$ cat config.mk
export PLATFORM = sky130hd
export DESIGN_NAME = lsu_mem_ctrl
export DESIGN_NICKNAME = d
export VERILOG_FILES = /design/src/rtl/lsu_mem_ctrl.sv
export SDC_FILE = /design/constraint.sdc
export NUM_CORES = 1
export LEC_CHECK = 0
export ABC_CLOCK_PERIOD_IN_PS = 7400
export BUFFER_PORTS_ARGS = -buffer_cell sky130_fd_sc_hd__buf_4
export CAP_MARGIN = 20
export CORE_MARGIN = 2
export CORE_UTILIZATION = 40
export CTS_CLUSTER_SIZE = 28
export DETAILED_ROUTE_END_ITERATION = 10
export SLEW_MARGIN = 20
export SYNTH_ARGS = -nofsm -noshare
export SYNTH_HDL_FRONTEND = slang
export SYNTH_SLANG_ARGS = --single-unit
$ cat constraint.sdc
create_clock -name i_clk -period 7.4 [get_ports i_clk]
set_input_delay 0.74 -clock i_clk [delete_from_list [all_inputs] [get_ports i_clk]]
set_output_delay 0.74 -clock i_clk [all_outputs]
set_load 0.01 [all_outputs]
$ cat src/rtl/lsu_mem_ctrl.sv
// rtl/lsu_mem_ctrl.sv - RV32I load/store sequencer to a word-wide data memory
// Turns byte/half/word requests into one or two aligned word cycles with lane enables.
module lsu_mem_ctrl #(
   parameter bit ALLOW_MISALIGN = 1'b1
) (
   input  logic        i_clk,
   input  logic        i_rst,
   input  logic        i_req_valid,
   output logic        o_req_ready,
   input  logic        i_req_we,
   input  logic [2:0]  i_req_funct3,
   input  logic [31:0] i_req_addr,
   input  logic [31:0] i_req_wdata,
   output logic        o_rsp_valid,
   output logic [31:0] o_rsp_rdata,
   output logic        o_rsp_err,
   output logic [31:0] o_mem_addr,
   output logic [31:0] o_mem_wd,
   output logic [3:0]  o_mem_wen,
   output logic        o_mem_ren,
   input  logic [31:0] i_mem_rd
);

   typedef enum logic [2:0] {IDLE, ACC0, WAIT0, ACC1, WAIT1, RESP} state_t;

   state_t      state, state_nx;
   logic        we_q, err_q;
   logic [2:0]  f3_q;
   logic [31:0] addr_q, wdata_q, buf0, buf1;
   logic [31:0] mem_addr_q, mem_wd_q;

   function automatic logic [3:0] size_mask(input logic [1:0] sz);
      case (sz)
         2'b00:   return 4'b0001;
         2'b01:   return 4'b0011;
         default: return 4'b1111;
      endcase
   endfunction

   function automatic logic funct3_ok(input logic we, input logic [2:0] f3);
      if (f3[1:0] == 2'b11) return 1'b0;
      if (we) return !f3[2];
      return !(f3[2] && f3[1]);
   endfunction

   // Decision on the incoming request, made in the accept cycle
   logic [3:0] req_m;
   logic       req_bad;
   assign req_m   = size_mask(i_req_funct3[1:0]);
   assign req_bad = !funct3_ok(i_req_we, i_req_funct3) ||
                    (!ALLOW_MISALIGN && (|(req_m >> (3'd4 - {1'b0, i_req_addr[1:0]}))));

   logic [1:0]  off;
   logic [5:0]  sh;
   logic [3:0]  m, mask0, mask1;
   logic        split;
   logic [31:0] wd0, wd1, wa0, wa1, r32, ld;

   assign off   = addr_q[1:0];
   assign sh    = {off, 3'b000};
   assign m     = size_mask(f3_q[1:0]);
   assign mask0 = m << off;
   assign mask1 = m >> (3'd4 - {1'b0, off});
   assign split = |mask1;
   assign wd0   = wdata_q << sh;
   assign wd1   = wdata_q >> (6'd32 - sh);
   assign wa0   = {addr_q[31:2], 2'b00};
   assign wa1   = wa0 + 32'd4;
   // Lower word supplies the low bytes, upper word fills in above; a shift of 32 yields 0
   assign r32   = (buf0 >> sh) | (buf1 << (6'd32 - sh));

   always_comb begin
      ld = r32;
      case (f3_q)
         3'b000:  ld = {{24{r32[7]}}, r32[7:0]};
         3'b001:  ld = {{16{r32[15]}}, r32[15:0]};
         3'b100:  ld = {24'b0, r32[7:0]};
         3'b101:  ld = {16'b0, r32[15:0]};
         default: ld = r32;
      endcase
   end

   always_comb begin
      state_nx   = state;
      o_mem_addr = mem_addr_q;
      o_mem_wd   = mem_wd_q;
      o_mem_wen  = 4'b0000;
      o_mem_ren  = 1'b0;
      case (state)
         IDLE:  if (i_req_valid) state_nx = req_bad ? RESP : ACC0;
         ACC0: begin
            o_mem_addr = wa0;
            if (we_q) begin
               o_mem_wen = mask0;
               o_mem_wd  = wd0;
               state_nx  = split ? ACC1 : RESP;
            end else begin
               o_mem_ren = 1'b1;
               state_nx  = WAIT0;
            end
         end
         WAIT0: state_nx = split ? ACC1 : RESP;
         ACC1: begin
            o_mem_addr = wa1;
            if (we_q) begin
               o_mem_wen = mask1;
               o_mem_wd  = wd1;
               state_nx  = RESP;
            end else begin
               o_mem_ren = 1'b1;
               state_nx  = WAIT1;
            end
         end
         WAIT1:   state_nx = RESP;
         RESP:    state_nx = IDLE;
         default: state_nx = IDLE;
      endcase
   end

   assign o_req_ready = (state == IDLE);
   assign o_rsp_valid = (state == RESP);
   assign o_rsp_err   = (state == RESP) && err_q;
   assign o_rsp_rdata = ((state == RESP) && !we_q && !err_q) ? ld : 32'h0;

   always_ff @(posedge i_clk) begin
      if (i_rst) begin
         state      <= IDLE;
         we_q       <= 1'b0;
         err_q      <= 1'b0;
         f3_q       <= 3'b000;
         addr_q     <= 32'h0;
         wdata_q    <= 32'h0;
         buf0       <= 32'h0;
         buf1       <= 32'h0;
         mem_addr_q <= 32'h0;
         mem_wd_q   <= 32'h0;
      end else begin
         state      <= state_nx;
         mem_addr_q <= o_mem_addr;
         mem_wd_q   <= o_mem_wd;
         if (state == IDLE && i_req_valid) begin
            we_q    <= i_req_we;
            f3_q    <= i_req_funct3;
            addr_q  <= i_req_addr;
            wdata_q <= i_req_wdata;
            err_q   <= req_bad;
         end
         if (state == WAIT0) buf0 <= i_mem_rd;
         if (state == WAIT1) buf1 <= i_mem_rd;
      end
   end

endmodule

**After elaboration in Yosys (flattened, before gate mapping)**

Cells that the tools add are included.

- Add/subtract/negate cells: 3
- Equality and inequality tests: 11
- Shift-type cells: 6
- Multiplexer cells: 25
- Bitwise logic cells: 1
- Reduce and logical (&&, ||, !) cells: 15

Operator list:

| kind | count |
|---|---|
| 32-bit case mux with 2 select lines | 2 |
| 32-bit case mux with 4 select lines | 1 |
| 32-bit 2-to-1 mux | 3 |
| 32-bit by 3-bit adder with 32-bit output (second input constant) | 1 |
| 32-bit bitwise OR | 1 |
| 32-bit by 5-bit << shifter with 32-bit output | 1 |
| 32-bit by 6-bit << shifter with 32-bit output | 1 |
| 32-bit by 5-bit right shift with 32-bit output | 1 |
| 32-bit by 6-bit right shift with 32-bit output | 1 |
| 4-bit case mux with 2 select lines | 2 |
| 3-bit case mux with 5 select lines | 1 |
| 3-bit equality test (second input constant) | 4 |
| 3-bit 2-to-1 mux | 4 |
| 1-bit 2-to-1 mux | 10 |
| 4-bit 2-to-1 mux | 2 |
| 3-bit by 1-bit equality test with 1-bit output (second input constant) | 2 |
| 3-bit by 2-bit equality test with 1-bit output (second input constant) | 2 |
| 3-bit logical NOT | 2 |
| 6-bit by 5-bit subtractor with 6-bit output (first input constant) | 1 |
| 1-bit logical AND | 5 |
| 1-bit logical NOT | 5 |
| 4-bit OR reduction | 1 |
| 4-bit by 2-bit << shifter with 4-bit output | 1 |
| 4-bit by 3-bit right shift with 4-bit output | 1 |
| other kinds (6) | 6 |

- Flip-flop bits (word level): 200
- Input port bits: 103
- Output and inout port bits: 104
- Word-level logic and storage cells: 71

**Logic depth before layout (Yosys ltp)**

Gate-level depths: netlist of the first run.

- Word-level depth: 8
- Depth in mapped cells: 13
- Depth with buffers taken out: 7

**Worst setup path after synthesis of the first run**

OpenSTA, ideal clock, no wires.

- Path kind: register -> output
- From: register addr_q[0]
- To: output port o_rsp_rdata[21]
- Data arrival time: 2.803 ns
- Data required time: 6.660 ns
- Slack: 3.857 ns
- Cell stages (with the launch flop): 14
- Path buffers: 6
- Cell sequence: dfxtp_1 -> clkbuf_1 -> inv_1 -> clkbuf_1 -> buf_1 -> ha_1 -> or2_2 -> clkbuf_1 -> o22ai_1 -> o21ai_0 -> and3_1 -> clkbuf_1 -> buf_2 -> nor2_1

- Longest elaborated chain between the ends: 5
- Elaborated cells between the ends (all ways): 6
- Classes of those cells: add/sub: 1; shift: 2; mux: 2; bitwise: 1

Ends and longest elaborated chain:

| item | line | RTL |
|---|---|---|
| start, declared | 29 | `logic [31:0] addr_q, wdata_q, buf0, buf1;` |
| start signal, assigned | 144 | `addr_q <= i_req_addr;` |
| 6-bit by 5-bit subtractor with 6-bit output | 70 | `assign r32 = (buf0 >> sh) \| (buf1 << (6'd32 - sh));` |
| 32-bit by 6-bit << shifter with 32-bit output | 70 |  |
| 32-bit bitwise OR (*) | 70 |  |
| 32-bit case mux with 4 select lines (*) | 74 | `case (f3_q)` |
| 32-bit 2-to-1 mux (*) | 123 | `assign o_rsp_rdata = ((state == RESP) && !we_q && !err_q) ? ld : 32'h0;` |
| end, declared | 15 | `output logic [31:0] o_rsp_rdata,` |

Mark *: on every way between the ends. The rest lies on a longest branch, timed or not.

**Worst setup path after layout of the first run**

- From: register addr_q[0]
- To: output port o_mem_wd[3]

- Longest elaborated chain between the ends: 4
- Elaborated cells between the ends (all ways): 6
- Classes of those cells: add/sub: 1; shift: 2; mux: 3

Ends and longest elaborated chain:

| item | line | RTL |
|---|---|---|
| 6-bit by 5-bit subtractor with 6-bit output | 66 | `assign wd1 = wdata_q >> (6'd32 - sh);` |
| 32-bit by 6-bit right shift with 32-bit output | 66 |  |
| 32-bit 2-to-1 mux | 105 | `if (we_q) begin` |
| 32-bit case mux with 2 select lines (*) | 89 | `case (state)` |
| end, declared | 18 | `output logic [31:0] o_mem_wd,` |

Marks and branches as above.

==> results.cfg, run 1 <==
[final_layout]
fin_util_pct = 49.2
stdcell_area_um2 = 12700
nets = 1641
drive_gt1_share_pct = 18.3
area_growth_syn_to_layout_pct = 21.4
diodes = 0

[timing]
finClkSkew_ps = 16.5
min_period_ps = 5410
worst_pin_slew_ps = 1100
hold_violations = 0
setup_viol = 0
setup_ws_ps = 1990
rsz0062_at_grt = no
fin_tns_setup_ps = 0
finalCritPeriodShare_pct = 73.2
maxSlewViolCount = 0
maxSlewHeadroom_pct = 26.4
timing.fmax_ghz = 0.185

[clock_network]
htreeDepth = 4
clock-sinks = 200
cts.clk_slew.worst_paths_ps = 70
post_cts_buffers = 0
ctsHoldBuffers = 0
cts_resized = 0
numCtsBuffers = 17
clk_latency_ps = 440
cts_buffer_depth = 2
cts_root_buf = clkbuf_16
cts_tree = yes

[drt]
wire_per_inst_um = 19.0
dr.pass1.iters = 5
vias_per_cell = 5.62
drt-initial-drc-count = 1047
vias = 10600
drc_errors = 0
ant_nets = 0
wl_um = 35700

[logic_synthesis]
synth_most_common_cell = nand2_1
synthTopCellsByCount = nand2_1 (395), a21oi_1 (206), dfxtp_1 (200)
syn_avg_cell_area_um2 = 7.44
yosysTopAreaCell = dfxtp_1
synth_seq_cells = 200
syn_inst = 1412
ys_top_cells_by_area = dfxtp_1 (38%), nand2_1 (14%), a21oi_1 (9.8%)
yosysSeqAreaShare_pct = 38.1
ys.flop_type = dfxtp_1
yosys_warnings = 0
synth_cell_types = 56
synthArstFlopShare_pct = 0
synth_top_area_share_pct = 38.1
netlist_area_um2 = 10500
syn_nets = 1517
synth_edf_count = 0

[die]
num_rows = 59
dieHeight_um = 166
core_area_um2 = 25900
die_w_um = 166
io_pins = 207
start_util_pct = 40.5
die_area_um2 = 27600

[global_routing]
grt_pass1_vias = 9838
grt-ovfl-total = 0
grt_max_degree = 85
antenna_found_initial = 0
grt_pass1_wl_um = 55600
grt.total_usage_pct = 25.0

[placement]
place.gp.congestion = 0.941
place_ws_ps = 2590
place_area_um2 = 12100
dpl.hpwl_um = 25500
numPortBuffers = 206

[setup_path]
crit_fanout = 44
crit_type = flip-flop to output port
r2r_slack_ps = 3100
end_kind = output port
crit_required_ps = 6660
start_kind = flip-flop
arrival_ps = 4670

[run]
drv_cap = 0

[pwr]
ir_drop_mv = 0.163
p_per_area_nw_per_um2 = 240
finalPower_uw = 3050
p_leak_uw = 0.00469

[min_path]
hold_path_class = flip-flop to flip-flop

[run_status]
status = finished, final reports clean
-- metrics by stage --
step	std cells	hold slack, ps
after floorplan	1412	425
after global placement	1852	435
after detailed placement	1852	442
after CTS	1883	458
after global routing	1883	477
final	1883	455
-- cells in the final DEF, fill, tap and decap left out, drive strengths merged, types with 19 or more instances in the layout --
cell and n:
nor2 73, mux2i 69, a21oi 207, clkbuf 19
and2 33, nand2 395, dfxtp 200, a211oi 27
buf 221, o21ai 56
-- cell type report --
cell class	instances	area [um^2]
Multi-Input combinational cell	1082	5990
Clock inverter	12	161
Tap cell	335	419
Fill cell	2643	13200
Inverter	14	52.6
Timing Repair Buffer	221	1660
Clock buffer	19	453
Sequential cell	200	4010
-- registers in the layout, summed over array words and instances, names as in the netlist --
signal / flops
wdata_q: 32
we_q: 1
buf1: 32
err_q: 1
buf0: 32
f3_q: 3
mem_wd_q: 32
state: 3
mem_addr_q: 32
addr_q: 32
-- power by group --
part	internal [uW]	total, uW	leakage, uW	switching [uW]
logic	291	783	0.00276	491
registers	1170	1290	0.00163	117
clock network	527	981	0.000297	453
-- worst max-delay path: stages, from the launching register on --
cell and delay, ps:
dfxtp_4 660, inv_1 520, ha_1 1040, nor2b_1 820, nand4_1 570, o2bb2ai_1 290
a221o_1 180, buf_4 140
-- final timing paths --
kind / cells past startpoint / start / end
max: 7 / addr_q[0] / o_mem_wd[3]
min: 2 / buf0[15] / buf0[15]
min reg2reg: 2 / buf0[15] / buf0[15]
max reg2reg: 7 / addr_q[0] / mem_wd_q[3]
-- per-layer routing --
layer  share of wire (%)  global-route usage [%]  vias up
li1                    -                       -     5162
met1                  45                    33.7     5010
met2                  47                    40.7      357
met3                 5.7                    3.96       60
met4                 3.0                    9.15        0
met5                   0                       0        -
-- kinds of logic after synthesis --
logic type	share of synthesized area, %
DFF	38.1
muxes	7.65
xor gates and xnor gates	1.75
and+or+nand+nor	23.8
adders and majority gates	0.238
buffers and inverters	5.06
AOI/OAI and AO/OA	23.3
Power figures use the tool's default switching activity.
==> inputs of run 2 (changes only) <==
Settings changed: ABC_AREA set to 1, ABC_CLOCK_PERIOD_IN_PS 7400 to 4690.
Clock period 7.4 ns to 4.69 ns, I/O delays scaled along.
==> results.cfg, run 2 <==
[run_status]
status = finished, final reports clean

[logic_synthesis]
synthArstFlopShare_pct = 0
synth_top_area_share_pct = 37.6
ys_top_cells_by_area = dfxtp_1 (38%), nand2_1 (14%), o21ai_0 (11%)
yosysSeqAreaShare_pct = 37.6
synthTopCellsByCount = nand2_1 (410), o21ai_0 (225), nor2_1 (205)
yosysTopAreaCell = dfxtp_1
syn_inst = 1682
syn_avg_cell_area_um2 = 6.33
synth_most_common_cell = nand2_1
yosys_warnings = 0
syn_nets = 1787
synth_cell_types = 32
synth_edf_count = 0
synth_seq_cells = 200
synthMuxAreaShare_pct = 0
ys.flop_type = dfxtp_1
synth_compound_area_share_pct = 24.5
synth_xor_area_share_pct = 0
netlist_area_um2 = 10600
synth_top_family_by_area = simple AND/OR/NAND/NOR gates
synth-adder-area-share_pct = 0.235
synth_simple_gate_area_share_pct = 28.9

[timing]
maxSlewViolCount = 0
maxSlewHeadroom_pct = 38.2
setup_viol = 0
finClkSkew_ps = 20.0
worst_pin_slew_ps = 927
hold_violations = 0
timing.fmax_ghz = 0.255
rsz0062_at_grt = no
finalCritPeriodShare_pct = 83.6
min_period_ps = 3920
fin_tns_setup_ps = 0

[die]
core_area_um2 = 26100
dieHeight_um = 167
num_rows = 59
start_util_pct = 40.8
die_area_um2 = 27900
die_w_um = 167
io_pins = 207

[clock_network]
post_cts_buffers = 0
cts_root_buf = clkbuf_16
htreeDepth = 4
cts_buffer_depth = 2
clk_latency_ps = 450
ctsHoldBuffers = 0
cts_resized = 0
cts.clk_slew.worst_paths_ps = 90
clock-sinks = 200
numCtsBuffers = 17
cts_tree = yes

[final_layout]
area_growth_syn_to_layout_pct = 21.2
fin_cells = 2159
nets = 1916
fin_util_pct = 49.5
layout_common_cells = nand2_1 (409), o21ai_0 (225), buf_4 (218)
diodes = 0
stdcell_area_um2 = 12900
final_common_cell = nand2_1
nFillCells = 2770
drive_gt1_share_pct = 15.0

[setup_path]
arrival_ps = 3450
start_kind = flip-flop
r2r_end = mem_wd_q[1]
critPathMaxStageDelay_ps = 440
crit_slowest_cell = nor2_4
crit_top_cell = nand3_1
crit_family = simple AND/OR/NAND/NOR gates
rr_worst_depth = 8
end_kind = output port
r2r_slack_ps = 1860
crit_fanout = 37
r2r_start = addr_q[1]
crit_required_ps = 4220
cp_num_buf_inv = 3
path_cells = buf_4 > inv_2 > ha_1 > nor2_4 > nand3_1 > nand3_1 > nand2_1 > nand3_1 > nand2_1 > nor2_1 > buf_4
crit_type = flip-flop to output port

[min_path]
hold_path_class = input port to flip-flop
whs_path_depth = 3
hp-start = i_mem_rd[20]
min_to = buf1[20]

[global_routing]
grt_max_degree = 97
grt_pass1_vias = 10800
grt_pass1_wl_um = 60400
grt_util_met1_pct = 39.1
grt.total_usage_pct = 26.9
antenna_found_initial = 0
grtUsageMet3_pct = 3.88
grt-ovfl-total = 0
met2_usage_pct = 41.5
busiest_layer = met2

[drt]
dr.pass1.iters = 6
vias = 11700
vias_per_cell = 5.41
wl_um = 38400
wire_per_inst_um = 17.8
drt-initial-drc-count = 996
drc_errors = 0
ant_nets = 0

[pwr]
p_leak_uw = 0.00566
ir_drop_mv = 0.303
p_per_area_nw_per_um2 = 553
finalPower_uw = 7130

[placement]
place.gp.congestion = 0.936
dpl.hpwl_um = 26800
place_area_um2 = 12300
numPortBuffers = 206
dp.cells = 2127

[run]
drv_cap = 0
==> run 2: area by class of cell <==
cell class                 instances  area (um^2)  area share [%]
multi-input combinational       1244         5720            44.4
sequential                       200         4010            31.1
timing repair buffer             219         1660            12.8
inverter                         129          484            3.75
clock buffer                      18          429            3.33
tap                              335          419            3.25
clock inverter                    14          181            1.41
==> run 2: cell families after synthesis <==
| logic type | after synthesis |
|---|---|
| adder cells (fa/ha/maj) | 2 |
| AO/OA/AOI/OAI | 484 |
| flip-flops | 200 |
| buffers and inverters | 238 |
| AND/OR/NAND/NOR | 758 |
==> run 2: where the power goes <==
part	switching, uW	internal [uW]
clock network	754	814
registers	389	2150
logic	2090	928
total	3240	3890
==> run 2: worst min-delay path, cell delays in order <==
cell and delay, ps:
buf_4 80, nor2_1 30, nor2_1 80
==> run 2: metrics by stage <==
stage	hold slack (ps)	setup slack, ps
detailed placement	447	1280
CTS	237	795
finish	246	769
floorplan	425	1770
global route	243	477
global placement	436	1370
==> run 2: worst max path at each step <==
| stage | startpoint | to | slack [ps] | cells after the start |
|---|---|---|---|---|
| CTS | addr_q[1] | o_rsp_rdata[21] | 800 | 11 |
| floorplan | addr_q[0] | o_rsp_rdata[21] | 1770 | 14 |
| detailed placement | addr_q[1] | o_rsp_rdata[21] | 1280 | 11 |
| finish | addr_q[1] | o_rsp_rdata[21] | 770 | 11 |
| global placement | addr_q[1] | o_rsp_rdata[31] | 1370 | 11 |
| global route | addr_q[1] | o_rsp_rdata[21] | 480 | 11 |
==> run 2: per-layer routing <==
metal,routed length [um],vias to the layer above
met5,0,-
met2,17100,434
met1,18000,5371
met3,2550,42
li1,-,5826
met4,762,0
